`src/rtl/alu_seq.sv`:
```
// Registered W-bit ALU: one operation per start pulse, results and flags held in output registers.
// Define ALU_SEQ_MUL_EN to build the multi-cycle shift-add multiplier (op 110); otherwise 110 is reserved.
module alu_seq #(
    parameter int W = 16
) (
    input  logic         clk,
    input  logic         rst_n,
    input  logic         start,
    input  logic [2:0]   ALUop,
    input  logic [W-1:0] Ain,
    input  logic [W-1:0] Bin,
    output logic [W-1:0] out,
    output logic         Z,
    output logic         N,
    output logic         V,
    output logic         busy,
    output logic         done
);

    // Single-cycle result in the low W bits, overflow flag on top; 110 and 111 yield zero here.
    function automatic logic [W:0] alu_calc(input logic [2:0] op, input logic [W-1:0] a, input logic [W-1:0] b);
        logic [W-1:0] r;
        logic         v;
        r = {W{1'b0}};
        v = 1'b0;
        case (op)
            3'b000: begin
                r = a + b;
                v = (a[W-1] == b[W-1]) && (r[W-1] != a[W-1]);
            end
            3'b001: begin
                r = a - b;
                v = (a[W-1] != b[W-1]) && (r[W-1] != a[W-1]);
            end
            3'b010:  r = a & b;
            3'b011:  r = ~b;
            3'b100:  r = a | b;
            3'b101:  r = a ^ b;
            default: r = {W{1'b0}};
        endcase
        return {v, r};
    endfunction

    logic [W:0]   calc_s;
    logic         load_s;
    logic         busy_s;
    logic [W-1:0] new_out_s;
    logic         new_v_s;

`ifdef ALU_SEQ_MUL_EN
    localparam int CW = (W > 1) ? $clog2(W) : 1;

    typedef enum logic [0:0] {
        ST_IDLE = 1'b0,
        ST_MUL  = 1'b1
    } state_t;

    state_t         state_r;
    state_t         state_s;
    logic [W-1:0]   mcand_r;
    logic [W-1:0]   mplier_r;
    logic [2*W-1:0] acc_r;
    logic [2*W-1:0] acc_s;
    logic [CW-1:0]  cnt_r;
    logic           mul_go_s;
`endif

    // Next-state, completion and result selection.
    always_comb begin
        calc_s    = alu_calc(ALUop, Ain, Bin);
        load_s    = 1'b0;
        busy_s    = 1'b0;
        new_out_s = calc_s[W-1:0];
        new_v_s   = calc_s[W];
`ifdef ALU_SEQ_MUL_EN
        state_s  = state_r;
        mul_go_s = 1'b0;
        acc_s    = acc_r + (mplier_r[cnt_r] ? ({{W{1'b0}}, mcand_r} << cnt_r) : {(2*W){1'b0}});
        case (state_r)
            ST_IDLE: begin
                if (start && (ALUop == 3'b110)) begin
                    mul_go_s = 1'b1;
                    state_s  = ST_MUL;
                end else if (start) begin
                    load_s = 1'b1;
                end else begin
                    load_s = 1'b0;
                end
            end
            ST_MUL: begin
                // The final partial product is folded in combinationally so the result lands on this edge.
                if (cnt_r == CW'(W - 1)) begin
                    state_s   = ST_IDLE;
                    load_s    = 1'b1;
                    new_out_s = acc_s[W-1:0];
                    new_v_s   = |acc_s[2*W-1:W];
                end else begin
                    state_s = ST_MUL;
                end
            end
            default: state_s = ST_IDLE;
        endcase
        busy_s = (state_s == ST_MUL);
`else
        if (start) begin
            load_s = 1'b1;
        end else begin
            load_s = 1'b0;
        end
`endif
    end

`ifdef ALU_SEQ_MUL_EN
    // FSM state register.
    always_ff @(posedge clk or negedge rst_n) begin
        if (!rst_n) begin
            state_r <= ST_IDLE;
        end else begin
            state_r <= state_s;
        end
    end

    // Multiplier operand latches, accumulator and step counter.
    always_ff @(posedge clk or negedge rst_n) begin
        if (!rst_n) begin
            mcand_r  <= {W{1'b0}};
            mplier_r <= {W{1'b0}};
            acc_r    <= {(2*W){1'b0}};
            cnt_r    <= {CW{1'b0}};
        end else if (mul_go_s) begin
            mcand_r  <= Ain;
            mplier_r <= Bin;
            acc_r    <= {(2*W){1'b0}};
            cnt_r    <= {CW{1'b0}};
        end else if (state_r == ST_MUL) begin
            acc_r <= acc_s;
            cnt_r <= cnt_r + {{(CW-1){1'b0}}, 1'b1};
        end else begin
            acc_r <= acc_r;
            cnt_r <= cnt_r;
        end
    end
`endif

    // Output registers: result and flags update only on a completion.
    always_ff @(posedge clk or negedge rst_n) begin
        if (!rst_n) begin
            out  <= {W{1'b0}};
            Z    <= 1'b0;
            N    <= 1'b0;
            V    <= 1'b0;
            busy <= 1'b0;
            done <= 1'b0;
        end else begin
            busy <= busy_s;
            done <= load_s;
            if (load_s) begin
                out <= new_out_s;
                Z   <= (new_out_s == {W{1'b0}});
                N   <= new_out_s[W-1];
                V   <= new_v_s;
            end
        end
    end

endmodule
```
`config.mk`:
```
export PLATFORM = sky130hd
export DESIGN_NAME = alu_seq
export DESIGN_NICKNAME = d
export VERILOG_FILES = /design/src/rtl/alu_seq.sv
export SDC_FILE = /design/constraint.sdc
export NUM_CORES = 1
export LEC_CHECK = 0
export ABC_AREA = 1
export BUFFER_PORTS_ARGS = -buffer_cell sky130_fd_sc_hd__buf_2
export CORE_ASPECT_RATIO = 1.25
export CORE_MARGIN = 4
export CORE_UTILIZATION = 54
export CTS_CLUSTER_DIAMETER = 80
export DETAILED_ROUTE_END_ITERATION = 8
export GPL_TIMING_DRIVEN = 0
export MAX_ROUTING_LAYER = met4
export PLACE_DENSITY = 0.9
export SYNTH_ARGS = -nofsm -noshare
export SYNTH_HDL_FRONTEND = slang
export SYNTH_SLANG_ARGS = --single-unit
```
`constraint.sdc`:
```
create_clock -name clk -period 0.8 [get_ports clk]
set_clock_uncertainty 0.05 [all_clocks]
set_input_delay 0.08 -clock clk [delete_from_list [all_inputs] [get_ports clk]]
set_output_delay 0.08 -clock clk [all_outputs]
set_load 0.005 [all_outputs]
```
==> metrics.cfg <==
[global_route]
antenna_found_initial=0
grt_max_degree=20
grt.total_usage_pct=35.1
grt_pass1_wl_um=23900
grt_pass1_vias=4947
grt_overflow_total=0

[routing]
via_count=5555
routed.top_layer=met4
drt-met1-wl_um=6210
wl_met2_um=8720
route.detailed.drc=0
viasPerCell=6.41
drt_iter0_markers=610
post_drt_wl_per_cell_um=21.5
firstDrtPassIters=8
drt_wl_total_um=18600
met3_length_um=1980
ant_nets=0

[finish]
diodes=0
area_growth_pct=63.0
fill_cells=297
num-nets-final=868
drive_above_1_share_pct=54.9

[worst_hold_path]
holdPathEnd=out[11]
min_path_cells=3
min_from=start
worstHoldPathType=in2reg

[yosys]
seq_area_frac_synth_pct=12.1
syn_nets=749
ys_types=39
yosys_warnings=0
ys_seq_elements=19
synth.avg_cell_area_sq_um=5.97
syn_inst=658
ys_dominant_reg_cell=dfrtp_1
syn-cell-area_sq_um=3930
synth_edf_count=0
async_reset_ff_share_pct=100

[clocking]
root_buffer=clkbuf_8
htreeDepth=1
cts_buffers=3
clk-insertion-delay-late_ns=0.25
clock-sinks=19
clockBufferDepth=2
clk_pin_slew_worst_paths_ns=0.07
cts_tree=yes

[timing]
timing.final.ws_setup_ns=-1.18
period_minus_slack_ns=1.98
rsz0062_at_grt=yes
slew_viol_final=0
timing.slew.headroom_pct=59.3
worst_pin_slew_ns=0.611
fmax_mhz=504
holdWs_ns=0.200
hold_viol=0
finalCritPeriodShare_pct=248
setup_viol=38

[status]
violations=setup timing
run_status=complete, but fails checks

[placed_design]
place_hpwl_um=9780
place_congestion=0.929
dp_slack_ns=-1.47
placement.io_buffers=54

[run]
drv_cap=0

[worst_setup_path]
cpMaxStageDelayCell=fa_2
cp-end-kind=flip-flop
critPathLaunchType=input pin
path_cells=buf_12, ha_4, inv_2, fa_2, inv_2, nand3_2, nand2_1, nor2_2, nand2_1, nor2_1, nand2_1, nor3_2, nand3_1, nor2_1, nand3_1, nand2_1
path_class=in2reg
r2r_slack_ns=-0.07
r2r_end=out[1]
path_common_cell=nand2_1
critPathMaxFanout=2
crit_required_ns=0.94
worstPathArrival_ns=2.12
reg2reg_depth=2
r2r_start=out[1]
max_stage_delay_ns=0.53

[pwr]
p_total_mw=6.67
cellPowerDensity_nw_per_um2=1040
p_leak_nw=3.19
peakVddDrop_mv=1.40

[floorplanning]
die_area_sq_um=8710
die_x_um=84.3
ios=59
rows=34
fp.coreArea_sq_um=7020
die_y_um=103
start_util_pct=55.9

## registers in the layout (all words and copies together), names as in the netlist
name and cells:
V 1, Z 1, done 1, out 16
## cell type report
type	count	area [sq um]	share of cell area (%)
repair buffers	120	1000	15.7
clock buffers	4	45.0	0.704
plain buffers	20	253	3.95
multi-input cells	493	3950	61.8
flip-flops and latches	19	475	7.43
well taps	90	113	1.76
inverters	120	556	8.69
## cell usage after synthesis (all sizes together) (3+ instances only)
cell	count	area share, %
nand2	211	21
inv	120	12
nand3	71	10
nor2	64	7.5
ha	51	16
a21oi	29	4.4
buf	24	5.4
dfrtp	19	12
o21ai	19	2.4
o22ai	16	2.6
nand4	9	1.4
and2	3	0.48
nor3	3	0.64
xor2	3	0.67
## timing repair
item                                    in CTS  in global routing
endpoints found under the setup margin      38                 38
pin swaps                                  105                 69
hold buffers                                 2                  0
gates resized for setup                    285                112
hold endpoints to repair                    20                  0
cloned                                       6                  0
buffers inserted                            43                 19
## power by group
part / total (mW) / internal [mW] / switching (mW)
clock: 0.664 / 0.354 / 0.310
sequential: 1.16 / 1.08 / 0.0723
combinational: 4.85 / 2.01 / 2.85
total: 6.67 / 3.44 / 3.23
## worst max-delay path by stage
stage,from,endpoint,slack [ns],depth (start not counted)
finish,Ain[0],Z,-1.18,16
global route,Bin[4],Z,-1.20,17
CTS,Ain[0],Z,-0.90,15
detailed placement,Ain[0],Z,-1.47,17
global placement,Ain[0],Z,-1.48,17
floorplan,Ain[0],Z,-0.84,15
## cells by family (layout without fill, tap and decap cells)
| group | Yosys count | count (layout) | synth area share (%) |
|---|---|---|---|
| compound gates | 73 | 73 | 11.1 |
| flops | 19 | 19 | 12.1 |
| other cells | 1 | 1 | 0.0955 |
| fa+ha+maj | 53 | 53 | 17.3 |
| simple gates | 363 | 363 | 41.5 |
| buf+inv | 146 | 264 | 17.2 |
| xor+xnor | 3 | 3 | 0.670 |
## worst max-delay path, delay by kind of cell
kind / cells / cell delay, ns
fa+ha+maj: 2 / 0.66
buf+inv: 3 / 0.18
simple gates: 11 / 1.20
## routing by layer
metal / global-route usage, % / up-vias
li1: - / 2302
met1: 39.1 / 2514
met2: 64.8 / 524
met3: 3.01 / 215
met4: 14.5 / 0
met5: - / -
## stage by stage
stage	setup TNS (ns)	utilization [%]	area (sq um)	instances
floorplan	-10.50	-	4080	658
global placement	-17.81	63.6	4470	802
detailed placement	-18.30	63.6	4470	802
CTS	-12.16	84.1	5900	854
global route	-16.74	91.1	6400	866
finish	-15.58	91.1	6400	866
## cell usage in the layout (no fill, tap or decap), types with 5 or more instances in the layout
master	netlist	final
nand2_1	202	120
nand2_2	8	64
inv_1	107	61
buf_4	9	59
ha_1	51	33
nand3_1	63	31
buf_2	3	30
nand3_2	7	29
inv_2	10	28
buf_6	11	26
inv_4	3	25
nor2_1	49	24
nand2_4	1	22
nor2_4	3	20
nor2_2	12	20
dfrtp_1	19	19
ha_4	0	17
o22ai_1	16	15
a21oi_2	7	13
buf_8	0	12
nand3_4	1	11
nand4_1	9	9
buf_12	0	8
a21oi_4	0	8
a21oi_1	22	8
o21ai_2	0	7
o21ai_1	4	6
nand2_8	0	5
o21ai_0	15	5
Power figures use the tool's default switching activity.
